`config.mk`:
```
export PLATFORM = sky130hd
export DESIGN_NAME = pu_lut_writer
export DESIGN_NICKNAME = d
export VERILOG_FILES = /design/src/rtl/pu_lut_pkg.sv /design/src/rtl/pu_lut_ram.sv /design/src/rtl/pu_lut_writer.sv
export SDC_FILE = /design/constraint.sdc
export NUM_CORES = 1
export LEC_CHECK = 0
export CORE_UTILIZATION = 39
export DETAILED_ROUTE_END_ITERATION = 7
export PLACE_DENSITY = 0.66
export SETUP_SLACK_MARGIN = 0.3
export SYNTH_ARGS = -nofsm -noshare
export SYNTH_HDL_FRONTEND = slang
export SYNTH_SLANG_ARGS = --single-unit
```
`constraint.sdc`:
```
create_clock -name clk -period 1.5 [get_ports clk]
set_input_delay 0.375 -clock clk [delete_from_list [all_inputs] [get_ports clk]]
set_output_delay 0.375 -clock clk [all_outputs]
set_load 0.03 [all_outputs]
```
`src/rtl/pu_lut_pkg.sv`:
```
// Shared definitions for the programmable LUT: FSM encoding and depth constants.
package pu_lut_pkg;

  localparam int unsigned LUT_ADDR_W = 4;
  localparam int unsigned LUT_DATA_W = 1;
  localparam int unsigned LUT_DEPTH  = 1 << LUT_ADDR_W;

  typedef enum logic [1:0] {
    ST_IDLE = 2'd0,
    ST_LOAD = 2'd1,
    ST_DONE = 2'd2
  } lut_state_e;

  function automatic int unsigned lut_depth(input int unsigned aw);
    return 1 << aw;
  endfunction

endpackage

```
`src/rtl/pu_lut_ram.sv`:
```
// LUT storage: synchronous write port, registered read port (read-before-write).
module pu_lut_ram #(
  parameter int unsigned ADDR_WIDTH = 4,
  parameter int unsigned DATA_WIDTH = 1
) (
  input  logic                  clk,
  input  logic                  rst_n,
  input  logic                  we,
  input  logic [ADDR_WIDTH-1:0] waddr,
  input  logic [DATA_WIDTH-1:0] wdata,
  input  logic [ADDR_WIDTH-1:0] raddr,
  output logic [DATA_WIDTH-1:0] rdata
);

  localparam int unsigned DEPTH = 1 << ADDR_WIDTH;

  logic [DATA_WIDTH-1:0] mem [DEPTH];

  // Contents survive reset so a reset does not wipe a loaded table.
  always_ff @(posedge clk) begin
    if (we) mem[waddr] <= wdata;
  end

  always_ff @(posedge clk or negedge rst_n) begin
    if (!rst_n) rdata <= '0;
    else        rdata <= mem[raddr];
  end

endmodule

```
`src/rtl/pu_lut_writer.sv`:
```
// Session-based LUT loader: streams a counted run of entries into the RAM from a
// base address (wrapping), with a registered read port alongside.
module pu_lut_writer
  import pu_lut_pkg::*;
#(
  parameter int unsigned ADDR_WIDTH = LUT_ADDR_W,
  parameter int unsigned DATA_WIDTH = LUT_DATA_W
) (
  input  logic                  clk,
  input  logic                  rst,
  input  logic                  load_start,
  input  logic [ADDR_WIDTH-1:0] load_base,
  input  logic [ADDR_WIDTH:0]   load_count,
  input  logic                  load_abort,
  input  logic                  wr_valid,
  input  logic [DATA_WIDTH-1:0] wr_data,
  output logic                  wr_ready,
  output logic                  busy,
  output logic                  done,
  output logic                  err,
  input  logic [ADDR_WIDTH-1:0] addr,
  output logic [DATA_WIDTH-1:0] data
);

  localparam int unsigned DEPTH = lut_depth(ADDR_WIDTH);
  localparam int unsigned CNT_W = ADDR_WIDTH + 1;

  logic [1:0]            rst_sync;
  logic                  rst_n;
  lut_state_e            state_q, state_d;
  logic [ADDR_WIDTH-1:0] ptr_q, ptr_d;
  logic [CNT_W-1:0]      rem_q, rem_d;
  logic                  err_d;
  logic                  xfer;
  logic                  count_ok;

  // Assert asynchronously, release two edges after rst rises.
  always_ff @(posedge clk or negedge rst) begin
    if (!rst) rst_sync <= 2'b00;
    else      rst_sync <= {rst_sync[0], 1'b1};
  end
  assign rst_n = rst_sync[1];

  assign xfer     = wr_valid && (state_q == ST_LOAD);
  assign count_ok = (load_count != '0) && (load_count <= CNT_W'(DEPTH));

  always_comb begin
    state_d = state_q;
    ptr_d   = ptr_q;
    rem_d   = rem_q;
    err_d   = err;
    case (state_q)
      ST_IDLE: begin
        // Abort wins over a simultaneous start.
        if (load_start && !load_abort) begin
          if (count_ok) begin
            state_d = ST_LOAD;
            ptr_d   = load_base;
            rem_d   = load_count;
            err_d   = 1'b0;
          end else begin
            err_d = 1'b1;
          end
        end
      end
      ST_LOAD: begin
        if (xfer) begin
          ptr_d = ptr_q + ADDR_WIDTH'(1);
          rem_d = rem_q - CNT_W'(1);
        end
        if (load_abort)                          state_d = ST_IDLE;
        else if (xfer && rem_q == CNT_W'(1))     state_d = ST_DONE;
      end
      ST_DONE: state_d = ST_IDLE;
      default: state_d = ST_IDLE;
    endcase
    // Protocol violations; these win over the clear on an accepted start.
    if (wr_valid && state_q != ST_LOAD)   err_d = 1'b1;
    if (load_start && state_q != ST_IDLE) err_d = 1'b1;
  end

  always_ff @(posedge clk or negedge rst_n) begin
    if (!rst_n) begin
      state_q  <= ST_IDLE;
      ptr_q    <= '0;
      rem_q    <= '0;
      wr_ready <= 1'b0;
      busy     <= 1'b0;
      done     <= 1'b0;
      err      <= 1'b0;
    end else begin
      state_q  <= state_d;
      ptr_q    <= ptr_d;
      rem_q    <= rem_d;
      wr_ready <= (state_d == ST_LOAD);
      busy     <= (state_d != ST_IDLE);
      done     <= (state_d == ST_DONE);
      err      <= err_d;
    end
  end

  pu_lut_ram #(
    .ADDR_WIDTH(ADDR_WIDTH),
    .DATA_WIDTH(DATA_WIDTH)
  ) u_ram (
    .clk   (clk),
    .rst_n (rst_n),
    .we    (xfer),
    .waddr (ptr_q),
    .wdata (wr_data),
    .raddr (addr),
    .rdata (data)
  );

endmodule

```
After elaboration in Yosys (flattened, before gate mapping)
Memories as Yosys holds them, arrays and structs flattened. A register that Yosys moved wholly into a read port is not among the register bits.
Cells that the tools add are included.
{"block": "classes", "n_reduce_logical": 17, "magnitude_cmp": 1, "add_sub_neg": 2, "n_mux": 20, "eq_ne": 8}
{"cell": "2-to-1 mux 5 bit", "n": 3}
{"cell": "2-to-1 mux 4 bit", "n": 3}
{"cell": "one-hot mux 5 bit (2 select lines)", "n": 1}
{"cell": "2-to-1 mux 2 bit", "n": 4}
{"cell": "one-hot mux 4 bit (2 select lines)", "n": 1}
{"cell": "2-to-1 mux 1 bit", "n": 7}
{"cell": "logical AND 1 bit", "n": 6}
{"cell": "!= test 2 bit (second input constant)", "n": 3}
{"cell": "nonzero test 2 bit", "n": 3}
{"cell": "nonzero test 3 bit", "n": 2}
{"cell": "== test 5 x 1 -> 1 bit (second input constant)", "n": 1}
{"cell": "<= comparator 5 bit (second input constant)", "n": 1}
{"cell": "nonzero test 5 bit", "n": 1}
{"cell": "subtractor 5 x 1 -> 5 bit (second input constant)", "n": 1}
{"cell": "adder 4 x 1 -> 4 bit (second input constant)", "n": 1}
{"cell": "== test 2 x 1 -> 1 bit (second input constant)", "n": 2}
{"cell": "one-hot mux 2 bit (2 select lines)", "n": 1}
{"cell": "AND reduction 4 bit", "n": 1}
{"cell": "== test 2 bit (second input constant)", "n": 1}
{"cell": "logical NOT 1 bit", "n": 2}
{"cell": "logical NOT 2 bit", "n": 1}
{"cell": "!= test 2 x 1 -> 1 bit (second input constant)", "n": 1}
{"cell": "AND reduction 2 bit", "n": 1}
{"block": "totals", "n_memories": 1, "ramBits": 16, "ff_bits": 17, "out_inout_bits": 5, "in_bits": 19, "word_cells": 57}
{"name": "u_ram.mem", "depth": 16, "width": 1, "rd": 1, "rd_clocked_by_memory_dff": 1, "wr": 1, "line": "pu_lut_ram.sv:17", "rtl": "logic [DATA_WIDTH-1:0] mem [DEPTH];"}

Depth between registers and ports, before layout
Gate-level depths: netlist of run 1.
{"block": "logic_depth", "word_depth": 7, "depth_mapped": 6, "depth_no_buf": 6}

Hierarchy
Synthesis of run 1 repeated with hierarchy kept, for this count alone.
{"block": "hier_totals", "hier_cells": 141, "area_unflattened_um2": 1655.3}
{"module": "pu_lut_writer", "cells_each": 94, "area_per_inst_um2": 904.6, "instances": 1, "seq_area_each_um2": 425.4}
{"module": "pu_lut_ram", "cells_each": 47, "area_per_inst_um2": 750.7, "instances": 1, "seq_area_each_um2": 505.5}

Least setup slack after synthesis of run 1
No wires, ideal clock.
{"block": "synth_timing", "path_type": "in2reg", "from": "input port load_count[1]", "to": "register rem_q[0]", "t_required_ns": 1.376, "setup_time_ns": 0.124, "path_slack_ns": -0.475, "path_buffers": 1, "cell_stages": 5, "t_arrival_ns": 1.852, "path_cell_list": "nor4_1 mux2_2 or2_1 buf_6 a211o_1"}
{"block": "synth_via", "elab_chain_len": 4, "elab_cells_between_ends": 5, "cone_classes": "order compare: 1; eq/ne: 1; reduce/logical: 3"}
{"element": "from (decl)", "line": "pu_lut_writer.sv:13", "rtl": "input logic [ADDR_WIDTH:0] load_count,"}
{"element": "<= comparator 5 bit or nonzero test 5 bit (tied branches)", "line": "pu_lut_writer.sv:45", "rtl": "assign count_ok = (load_count != '0) && (load_count <= CNT_W'(DEPTH));"}
{"element": "logical AND 1 bit *", "line": "pu_lut_writer.sv:45"}
{"element": "!= test 2 bit (no source line) *"}
{"element": "AND reduction 4 bit (no source line) *"}
{"element": "to (signal assigned)", "line": "pu_lut_writer.sv:94", "rtl": "rem_q <= rem_d;"}
{"element": "to (decl)", "line": "pu_lut_writer.sv:32", "rtl": "logic [CNT_W-1:0] rem_q, rem_d;"}
Mark *: on every way between the ends. The rest lies on a longest branch, timed or not.
A chain may end at the register's enable or synchronous reset.

Final worst setup path of run 1
{"block": "layout_timing", "from": "register state_q[0]", "to": "register rem_q[2]"}
{"block": "layout_via", "elab_chain_len": 4, "elab_cells_between_ends": 9, "cone_classes": "eq/ne: 4; mux: 1; reduce/logical: 4"}
{"element": "from (decl)", "line": "pu_lut_writer.sv:30", "rtl": "lut_state_e state_q, state_d;"}
{"element": "from (signal assigned)", "line": "pu_lut_writer.sv:92", "rtl": "state_q <= state_d;"}
{"element": "== test 2 x 1 -> 1 bit", "line": "pu_lut_writer.sv:44, pu_lut_writer.sv:52"}
{"element": "logical AND 1 bit", "line": "pu_lut_writer.sv:44", "rtl": "assign xfer = wr_valid && (state_q == ST_LOAD);"}
{"element": "!= test 2 bit (no source line)"}
{"element": "AND reduction 4 bit (no source line)"}
Several ways; a longest one is shown, not always the timed one.

==> results.json, run 1 <==
{
  "status": "finished, violations left",
  "violations": "setup timing",
  "htree_levels": 2,
  "clock_sinks": 34,
  "fmax_mhz": 665,
  "grt-ovfl-total": 0,
  "cts_tree": "done",
  "crit_arrival_ns": 1.66,
  "vias": 1323,
  "route.detailed.drc": 0,
  "drive_gt1_share_pct": 40.6,
  "final-hold-violation-count": 0,
  "port_buffers": 23,
  "cts-root-buf": "clkbuf_8",
  "grt_max_degree": 17,
  "ys_types": 40,
  "antenna_found_initial": 0,
  "synthCells": 143,
  "critPathKind": "reg2reg",
  "ir_drop_v": 0.000628,
  "ys_seq_area_share_pct": 54.9,
  "drt_iter0_markers": 52,
  "syn_area_per_cell_sq_um": 11.9,
  "rsz0062_at_grt": "true",
  "clock_path_buffers": 2,
  "cpMaxStageDelayCell": "dfrtp_2",
  "grt_pass1_wl_um": 5790,
  "fin_nets": 221,
  "initial_core_util_pct": 41.5,
  "ys_seq_elements": 34,
  "period_needed_ns": 1.50,
  "drt-total-wl_um": 3630,
  "power_frac_clock_pct": 23.4,
  "hpwl_um": 2610,
  "clock_latency_ns": 0.28,
  "die_area_sq_um": 4620,
  "fin_crit_sh_pct": 100,
  "pre_cts_slack_ns": -0.731,
  "path_buf_inv": 1,
  "setup_slack_ns": -0.00329,
  "synth_area_leaders": "edfxtp_1 28%, dfrtp_1 27%, mux4_2 6.6%",
  "area_growth_pct": 43.4,
  "p_per_area_nw_per_um2": 1120,
  "grt_pass1_vias": 1272,
  "seq_power_share_pct": 47.1,
  "synth_top_cell_area_share_pct": 28.3,
  "finClkSkew_ns": 0.00294,
  "yosysMostFrequentCell": "dfrtp_1",
  "cap_violations": 0,
  "p_comb_share_pct": 29.5,
  "setup_violations": 1,
  "n_fill_cell": 332,
  "gr-usage-met2_pct": 27.8,
  "die_w_um": 68.0,
  "use_met1_pct": 22.4,
  "path_clk_slew_ns": 0.07,
  "die_y_um": 68.0,
  "worstSetupEndpointType": "register",
  "final_cells": 247,
  "synthTopCellsByCount": "18 x dfrtp_1, 16 x and2_1, 16 x edfxtp_1",
  "cts_made_buffers": 5,
  "syn-cell-area_sq_um": 1700,
  "core_sq_um": 4090,
  "synth_warnings": 0,
  "critPathMaxFanout": 7,
  "p_int_mw": 1.81,
  "ios": 24,
  "wl_per_cell_um": 14.7,
  "firstDrtPassIters": 4,
  "via_per_inst": 5.36,
  "switchingPower_uw": 913,
  "global_route.usage.met3_pct": 3.50,
  "p_leak_nw": 0.991,
  "antenna_cells": 0,
  "critical-path-top-delay-family": "flip-flops",
  "cp_slowest_stage_delay_ns": 0.46,
  "grt_usage_pct": 17.4,
  "synthFlopType": "dfrtp_1",
  "worstHoldPathType": "reg2async",
  "dpl.cell_count": 232,
  "synth_enable_flop_cells": 16,
  "busiest_layer": "met2",
  "async_reset_ff_share_pct": 52.9,
  "crit_chain": "nor4b_4 > nor2_2 > buf_4 > o31ai_2 > o21ai_0",
  "ant_nets": 0,
  "swShare_pct": 33.5,
  "timing.final.max_slew_violations": 0,
  "post-route-util_pct": 59.6,
  "syn-num-nets": 168,
  "yosysTopAreaCell": "edfxtp_1",
  "startpoint_type": "register",
  "rows": 23,
  "critical_path_required_ns": 1.66,
  "setup-tns-final_ns": -0.00329,
  "routabilityCongestion": 0.866
}
[power by group through the flow]
stage | Clock [mW] | Combinational, mW | Sequential, mW
floorplan | 0 | 0.389 | 1.26
global placement | 0 | 0.663 | 1.25
detailed placement | 0 | 0.684 | 1.26
CTS | 0.654 | 0.738 | 1.27
global route | 0.709 | 0.887 | 1.30
finish | 0.637 | 0.805 | 1.28
[cells by family (layout without fill, tap and decap cells)]
family | Yosys count | in the layout | synth area share, %
compound gates | 29 | 29 | 10.6
buf+inv | 8 | 62 | 2.21
mux | 8 | 8 | 8.48
simple gates | 56 | 56 | 18.7
other cells | 1 | 1 | 0.221
xor+xnor | 1 | 1 | 0.516
flops | 34 | 34 | 54.9
fa+ha+maj | 6 | 6 | 4.42
[final cells by class]
cell class              instances  area (sq um)  area share (%)
clock buffers                   6          72.6            2.98
inverters                       5          18.8           0.771
repair buffers                 49           445            18.3
flip-flops and latches         34           933            38.4
multi-input cells             101           892            36.7
well taps                      50          62.6            2.57
clock inverters                 2          8.76           0.360
[flip-flops by register name (all words and copies together), names as in the netlist]
register	cells
u_ram.rdata	1
done	1
ptr_q	4
u_ram.mem	16
err	1
rem_q	5
state_q	2
wr_ready	1
rst_sync	2
busy	1
[cell usage in the layout (no fill, tap or decap), types with 2 or more instances in the layout]
cell,instances
buf_4,19
dfrtp_1,16
edfxtp_1,16
buf_6,14
and2_1,10
nor2_1,9
clkdlybuf4s50_1,8
and2_4,6
ha_1,6
inv_1,5
mux4_2,5
a21oi_1,5
o21ai_0,5
clkbuf_8,5
dlygate4sd2_1,5
nand2_1,3
nor3_2,3
o21ai_2,3
nor2b_1,3
nor3_1,3
o21ai_1,3
nand2_2,2
or2_4,2
mux2i_1,2
nand3_1,2
a22oi_1,2
o31ai_1,2
buf_2,2
dfrtp_2,2
[per-layer routing]
metal / vias to the layer above / wire length (um)
met1: 651 / 1560
met2: 32 / 1850
met3: 8 / 150
li1: 632 / -
met4: 0 / 64
met5: - / 0
[repair_timing]
item | CTS | global route
cloned | 0 | 0
endpoints found under the setup margin | 37 | 37
gates resized for setup | 81 | 31
setup buffers | 3 | 4
pin swaps | 14 | 7
hold buffers | 0 | 0
[path summary, 6_finish.rpt]
path,from,to,slack [ns],cells past startpoint
max,state_q[0],rem_q[2],-0.003,5
min,rst_sync[1],rem_q[2],0.19,1
max reg2reg,state_q[0],rem_q[2],-0.003,5
min reg2reg,rst_sync[1],rem_q[2],0.19,1
max in group asynchronous,rst_sync[1],state_q[0],1.10,1
min in group clk,rst_sync[0],rst_sync[1],0.36,0
[per-stage QoR]
stage / total power [mW] / instance area [sq um] / hold slack, ns
after detailed placement: 1.95 / 2150 / 0.194
after floorplan: 1.65 / 1730 / 0.0794
after global routing: 2.90 / 2430 / 0.215
after global placement: 1.92 / 2150 / 0.195
after CTS: 2.66 / 2300 / 0.200
final: 2.73 / 2430 / 0.189
No activity file was read; power rests on OpenSTA's default activity.
==> inputs of run 2 (changes only) <==
--- a/config.mk
+++ b/config.mk
@@ -6,7 +6,9 @@
 export NUM_CORES = 1
 export LEC_CHECK = 0
 export CORE_UTILIZATION = 39
+export CTS_CLUSTER_DIAMETER = 120
 export DETAILED_ROUTE_END_ITERATION = 7
+export GPL_TIMING_DRIVEN = 0
 export PLACE_DENSITY = 0.66
 export SETUP_SLACK_MARGIN = 0.3
 export SYNTH_ARGS = -nofsm -noshare
==> run 2 against run 1 <==
- the run still ends with setup timing left
- sequential cell count stayed put
- sequential share of layout area is 1.2 points lower
- clock-buffer cell count increased by 1
- non-clock buffer count down 1
- critical path type is now in2reg
- critical endpoint is now rem_q[0]
- largest cell class is now multi-input combinational cells
- highest routed layer unchanged
==> results.json, run 2 (synthesized netlist as in run 1, its figures left out) <==
{
  "status": "finished, violations left",
  "violations": "setup timing",
  "rr_endpoint": "rem_q[0]",
  "via_per_inst": 5.46,
  "design_area_sq_um": 2510,
  "firstDrtPassIters": 4,
  "ir_drop_v": 0.000564,
  "endpoint": "rem_q[0]",
  "drt_iter0_markers": 57,
  "grt_usage_pct": 19.0,
  "largest_reg_flops": 16,
  "final_common_cell": "buf_6",
  "critical_path_required_ns": 1.67,
  "routabilityCongestion": 0.839,
  "p_leak_nw": 1.03,
  "vias": 1344,
  "route.detailed.drc": 0,
  "critical-path-top-delay-family": "simple AND/OR/NAND/NOR gates",
  "cpMaxStageDelayCell": "mux2_4",
  "finClkSkew_ns": 0.00309,
  "die_w_um": 68.0,
  "final_cells": 246,
  "crit_arrival_ns": 1.81,
  "port_buffers": 23,
  "final-hold-violation-count": 0,
  "rsz0062_at_grt": "true",
  "cap_violations": 0,
  "r2r_start": "state_q[0]",
  "grt_max_degree": 17,
  "ios": 24,
  "grt_pass1_vias": 1325,
  "drt-total-wl_um": 4110,
  "area_growth_pct": 48.2,
  "crit_chain": "buf_8 > nor4_4 > mux2_4 > or2_4 > buf_6 > a211o_1",
  "clock_latency_ns": 0.28,
  "cp_num_cells": 6,
  "cts-root-buf": "clkbuf_8",
  "place_area_sq_um": 2030,
  "critPathMaxFanout": 5,
  "htree_levels": 2,
  "period_needed_ns": 1.64,
  "top_regs": "u_ram.mem: 16 flops, rem_q: 5 flops, ptr_q: 4 flops",
  "layout_common_cells": "18 x buf_6, 16 x dfrtp_1, 16 x edfxtp_1",
  "fin_nets": 220,
  "drive_gt1_share_pct": 43.4,
  "largest_register": "u_ram.mem",
  "die_area_sq_um": 4620,
  "cp-startpoint": "load_count[0]",
  "holdBufCountCts": 0,
  "r2r_slack_ns": -0.14,
  "clock_path_buffers": 2,
  "path_buf_inv": 2,
  "core_sq_um": 4090,
  "cts_tree": "done",
  "antenna_found_initial": 0,
  "path_clk_slew_ns": 0.07,
  "fin_crit_sh_pct": 109,
  "worstMarginPinSlew_ns": 0.707,
  "antenna_cells": 0,
  "grt-ovfl-total": 0,
  "cp_slowest_stage_delay_ns": 0.35,
  "setup_violations": 21,
  "setup_slack_ns": -0.142,
  "p_per_area_nw_per_um2": 1140,
  "fmax_mhz": 609,
  "worstHoldPathType": "in2async",
  "rows": 23,
  "initial_core_util_pct": 41.5,
  "critPathKind": "in2reg",
  "relSlewSlack_pct": 52.9,
  "grt_pass1_wl_um": 6220,
  "wl_per_cell_um": 16.7,
  "startpoint_type": "input pin",
  "ant_nets": 0,
  "worstSetupEndpointType": "register",
  "die_y_um": 68.0,
  "timing.final.max_slew_violations": 0,
  "dpl.cell_count": 216,
  "clock_sinks": 34,
  "cts_made_buffers": 5,
  "hpwl_um": 2490,
  "r2r_cells": 5
}
run 2: cell count changes in the layout (fill, tap and decap cells not counted), moves of 4 or more:
cell     before  now
o21ai_0       5    1
o21ai_1       3    7
buf_4        19   11
buf_6        14   18
run 2: report_power, final:
part | total (mW) | leakage [nW] | switching [mW] | internal [mW]
clock | 0.688 | 0.0482 | 0.318 | 0.370
combinational | 0.886 | 0.623 | 0.448 | 0.439
sequential | 1.30 | 0.360 | 0.204 | 1.10
run 2: worst min path at each step:
stage / cells after the start / to / startpoint / slack (ns)
after floorplan: 0 / rst_sync[0] / rst / 0.08
after global placement: 0 / ptr_q[0] / rst_sync[1] / 0.31
after detailed placement: 0 / ptr_q[0] / rst_sync[1] / 0.31
after CTS: 1 / rst_sync[1] / rst / 0.24
after global routing: 1 / rst_sync[1] / rst / 0.25
final: 1 / rst_sync[0] / rst / 0.24
run 2: cell type report:
type | count | area [sq um]
Buffer | 3 | 23.8
Clock buffer | 7 | 86.3
Clock inverter | 1 | 5.00
Fill cell | 310 | 1570
Inverter | 5 | 18.8
Multi-Input combinational cell | 101 | 935
Sequential cell | 34 | 933
Tap cell | 50 | 62.6
Timing Repair Buffer | 45 | 450
run 2: worst register-to-register path, cell delays in order, from the launching register on:
cell	delay (ns)
dfrtp_2	0.47
nor4b_4	0.38
nor2_4	0.05
or2_4	0.25
buf_6	0.13
a211o_1	0.25
run 2: what timing repair did:
item                       in CTS  in global routing
pin swaps                      17                 16
gates resized for setup       104                 32
setup endpoints to repair      35                 36
gates cloned                    1                  0
buffers inserted               15                  6
run 2: per-layer routing:
metal | up-vias | part of all wire [%] | track usage [%] | routed length (um)
li1 | 628 | - | - | -
met1 | 674 | 41 | 22.1 | 1690
met2 | 36 | 53 | 33.0 | 2160
met3 | 6 | 4.8 | 5.50 | 196
met4 | 0 | 1.4 | 6.77 | 58
met5 | - | 0 | 0 | 0
run 2: per-stage QoR:
stage                     util [%]  setup TNS (ns)  hold WS (ns)  power, mW  setup WS, ns
final                         61.5          -0.680         0.244       2.88        -0.142
after CTS                     57.7          -0.296         0.239       2.73        -0.114
after detailed placement      49.6          -14.55         0.313       1.89        -0.866
after global placement        49.6          -14.03         0.314       1.86        -0.842
after floorplan                  -           -1.11        0.0794       1.65        -0.252
after global routing          61.5           -1.84         0.246       3.04        -0.204
==> inputs of run 3 (changes only) <==
--- a/config.mk
+++ b/config.mk
@@ -8,9 +8,9 @@
 export CORE_UTILIZATION = 39
 export CTS_CLUSTER_DIAMETER = 120
 export DETAILED_ROUTE_END_ITERATION = 7
+export GPL_ROUTABILITY_DRIVEN = 0
 export GPL_TIMING_DRIVEN = 0
 export PLACE_DENSITY = 0.66
-export SETUP_SLACK_MARGIN = 0.3
 export SYNTH_ARGS = -nofsm -noshare
 export SYNTH_HDL_FRONTEND = slang
 export SYNTH_SLANG_ARGS = --single-unit
==> run 3 against run 2 <==
- the run still ends with setup timing left
- clock skew increased by 0.0047 ns
- sequential cell count unchanged
- combinational power decreased by 16%
- wire length decreased by 10%
- worst setup slack improved by 0.0039 ns
- sequential share of layout area increased by 3.7 points
- maximum frequency increased by 0.24%
- register-to-register slack about the same
- critical path depth decreased by 1
- highest routed layer unchanged
==> results.json, run 3 (synthesized netlist as in run 1, its figures left out) <==
{
  "status": "finished, violations left",
  "violations": "setup timing",
  "setup_violations": 6,
  "core_sq_um": 4090,
  "firstDrtPassIters": 4,
  "post-route-util_pct": 55.9,
  "final_cells": 238,
  "largest_reg_flops": 16,
  "fin_nets": 212,
  "n_fill_cell": 341,
  "cts_made_buffers": 5,
  "port_buffers": 23,
  "total_power_mw": 2.83,
  "crit_arrival_ns": 1.82,
  "antenna_found_initial": 0,
  "critPathKind": "reg2reg",
  "clock_path_buffers": 2,
  "finClkSkew_ns": 0.00782,
  "cts_tree": "done",
  "startpoint_type": "register",
  "fmax_mhz": 611,
  "die_y_um": 68.0,
  "grt_usage_pct": 18.4,
  "worstHoldPathType": "in2async",
  "hpwl_um": 2450,
  "rsz0062_at_grt": "true",
  "cap_violations": 0,
  "worstMarginPinSlew_ns": 0.708,
  "via_per_inst": 5.27,
  "critPathMaxFanout": 6,
  "setup_slack_ns": -0.138,
  "clock_latency_ns": 0.29,
  "layout.area.seq_sq_um": 933,
  "pre_cts_slack_ns": -0.873,
  "wl_per_cell_um": 15.5,
  "r2r_slack_ns": -0.14,
  "grt-ovfl-total": 0,
  "fin_hold_ws_ns": 0.246,
  "dpl.cell_count": 216,
  "layout_common_cells": "16 x and2_1, 16 x dfrtp_1, 16 x edfxtp_1",
  "setup-tns-final_ns": -0.401,
  "top_regs": "u_ram.mem: 16 flops, rem_q: 5 flops, ptr_q: 4 flops",
  "crit_chain": "nor4b_4 > nor2_4 > or2_4 > buf_6 > a211o_1",
  "critical_path_required_ns": 1.68,
  "multiInputGateArea_sq_um": 822,
  "cpMaxStageDelayCell": "dfrtp_2",
  "timing.final.max_slew_violations": 0,
  "relSlewSlack_pct": 52.8,
  "holdBufCountCts": 0,
  "p_per_area_nw_per_um2": 1240,
  "fin_crit_sh_pct": 109,
  "die_w_um": 68.0,
  "design_area_sq_um": 2290,
  "p_leak_nw": 0.945,
  "final-hold-violation-count": 0,
  "largest_register": "u_ram.mem",
  "grt_max_degree": 17,
  "area_growth_pct": 34.7,
  "route.detailed.drc": 0,
  "drt_iter0_markers": 83,
  "path_buf_inv": 1,
  "htree_levels": 2,
  "die_area_sq_um": 4620,
  "ios": 24,
  "drive_gt1_share_pct": 28.7,
  "cts-root-buf": "clkbuf_8",
  "drt-total-wl_um": 3690,
  "cp_slowest_stage_delay_ns": 0.46,
  "clock_sinks": 34,
  "ir_drop_v": 0.000585,
  "vias": 1254,
  "period_needed_ns": 1.64,
  "path_clk_slew_ns": 0.07,
  "initial_core_util_pct": 41.5,
  "critical-path-top-delay-family": "simple AND/OR/NAND/NOR gates",
  "ant_nets": 0,
  "place_area_sq_um": 2010,
  "grt_pass1_wl_um": 6020,
  "grt_pass1_vias": 1274,
  "worstSetupEndpointType": "register",
  "rows": 23,
  "antenna_cells": 0
}
## run 3: cell types whose count changed in the layout (fill, tap and decap cells not counted), sizes merged
cell / change
buf: -12
dlygate4sd2: +5
clkbuf: -3
bufinv: +1
clkinv: +1
## run 3: area by class of cell
class                           instances  share of cell area [%]
Buffer                                  3                    1.15
Multi-Input combinational cell        101                    36.0
Clock buffer                            5                    3.01
Sequential cell                        34                    40.8
Timing Repair Buffer                   37                    13.7
Inverter                                5                   0.821
Clock inverter                          3                    1.75
Tap cell                               50                    2.74
## run 3: path summary, 6_finish.rpt
check / cells after the start / endpoint / start
setup / recovery: 5 / rem_q[0] / state_q[0]
hold / removal: 1 / rst_sync[0] / rst
setup reg to reg: 5 / rem_q[0] / state_q[0]
hold reg to reg: 0 / busy / rst_sync[1]
max in group asynchronous: 0 / state_q[0] / rst_sync[1]
min in group clk: 0 / rst_sync[1] / rst_sync[0]
## run 3: what timing repair did
item	in CTS	in global routing
setup endpoints to repair	31	21
pin swaps	5	11
buffers inserted	9	5
gates resized for setup	52	18
gates cloned	1	0
## run 3: worst reg2reg max path, stage by stage (launching register included)
cell and delay [ns]:
dfrtp_2 0.46, nor4b_4 0.37, nor2_4 0.07, or2_4 0.26
buf_6 0.13, a211o_1 0.24
## run 3: layer usage
layer / GRT usage, % / wire [um] / vias to the layer above
met4: 8.07 / 63 / 0
met1: 22.4 / 1700 / 607
met2: 30.6 / 1770 / 29
met3: 4.50 / 159 / 6
li1: - / - / 612
met5: 0 / 0 / -
## run 3: report_power, final
group          internal (mW)  total, mW  switching (mW)
Clock                  0.489      0.824           0.335
Sequential              1.10       1.26           0.163
Combinational          0.348      0.742           0.394
Total                   1.94       2.83           0.892
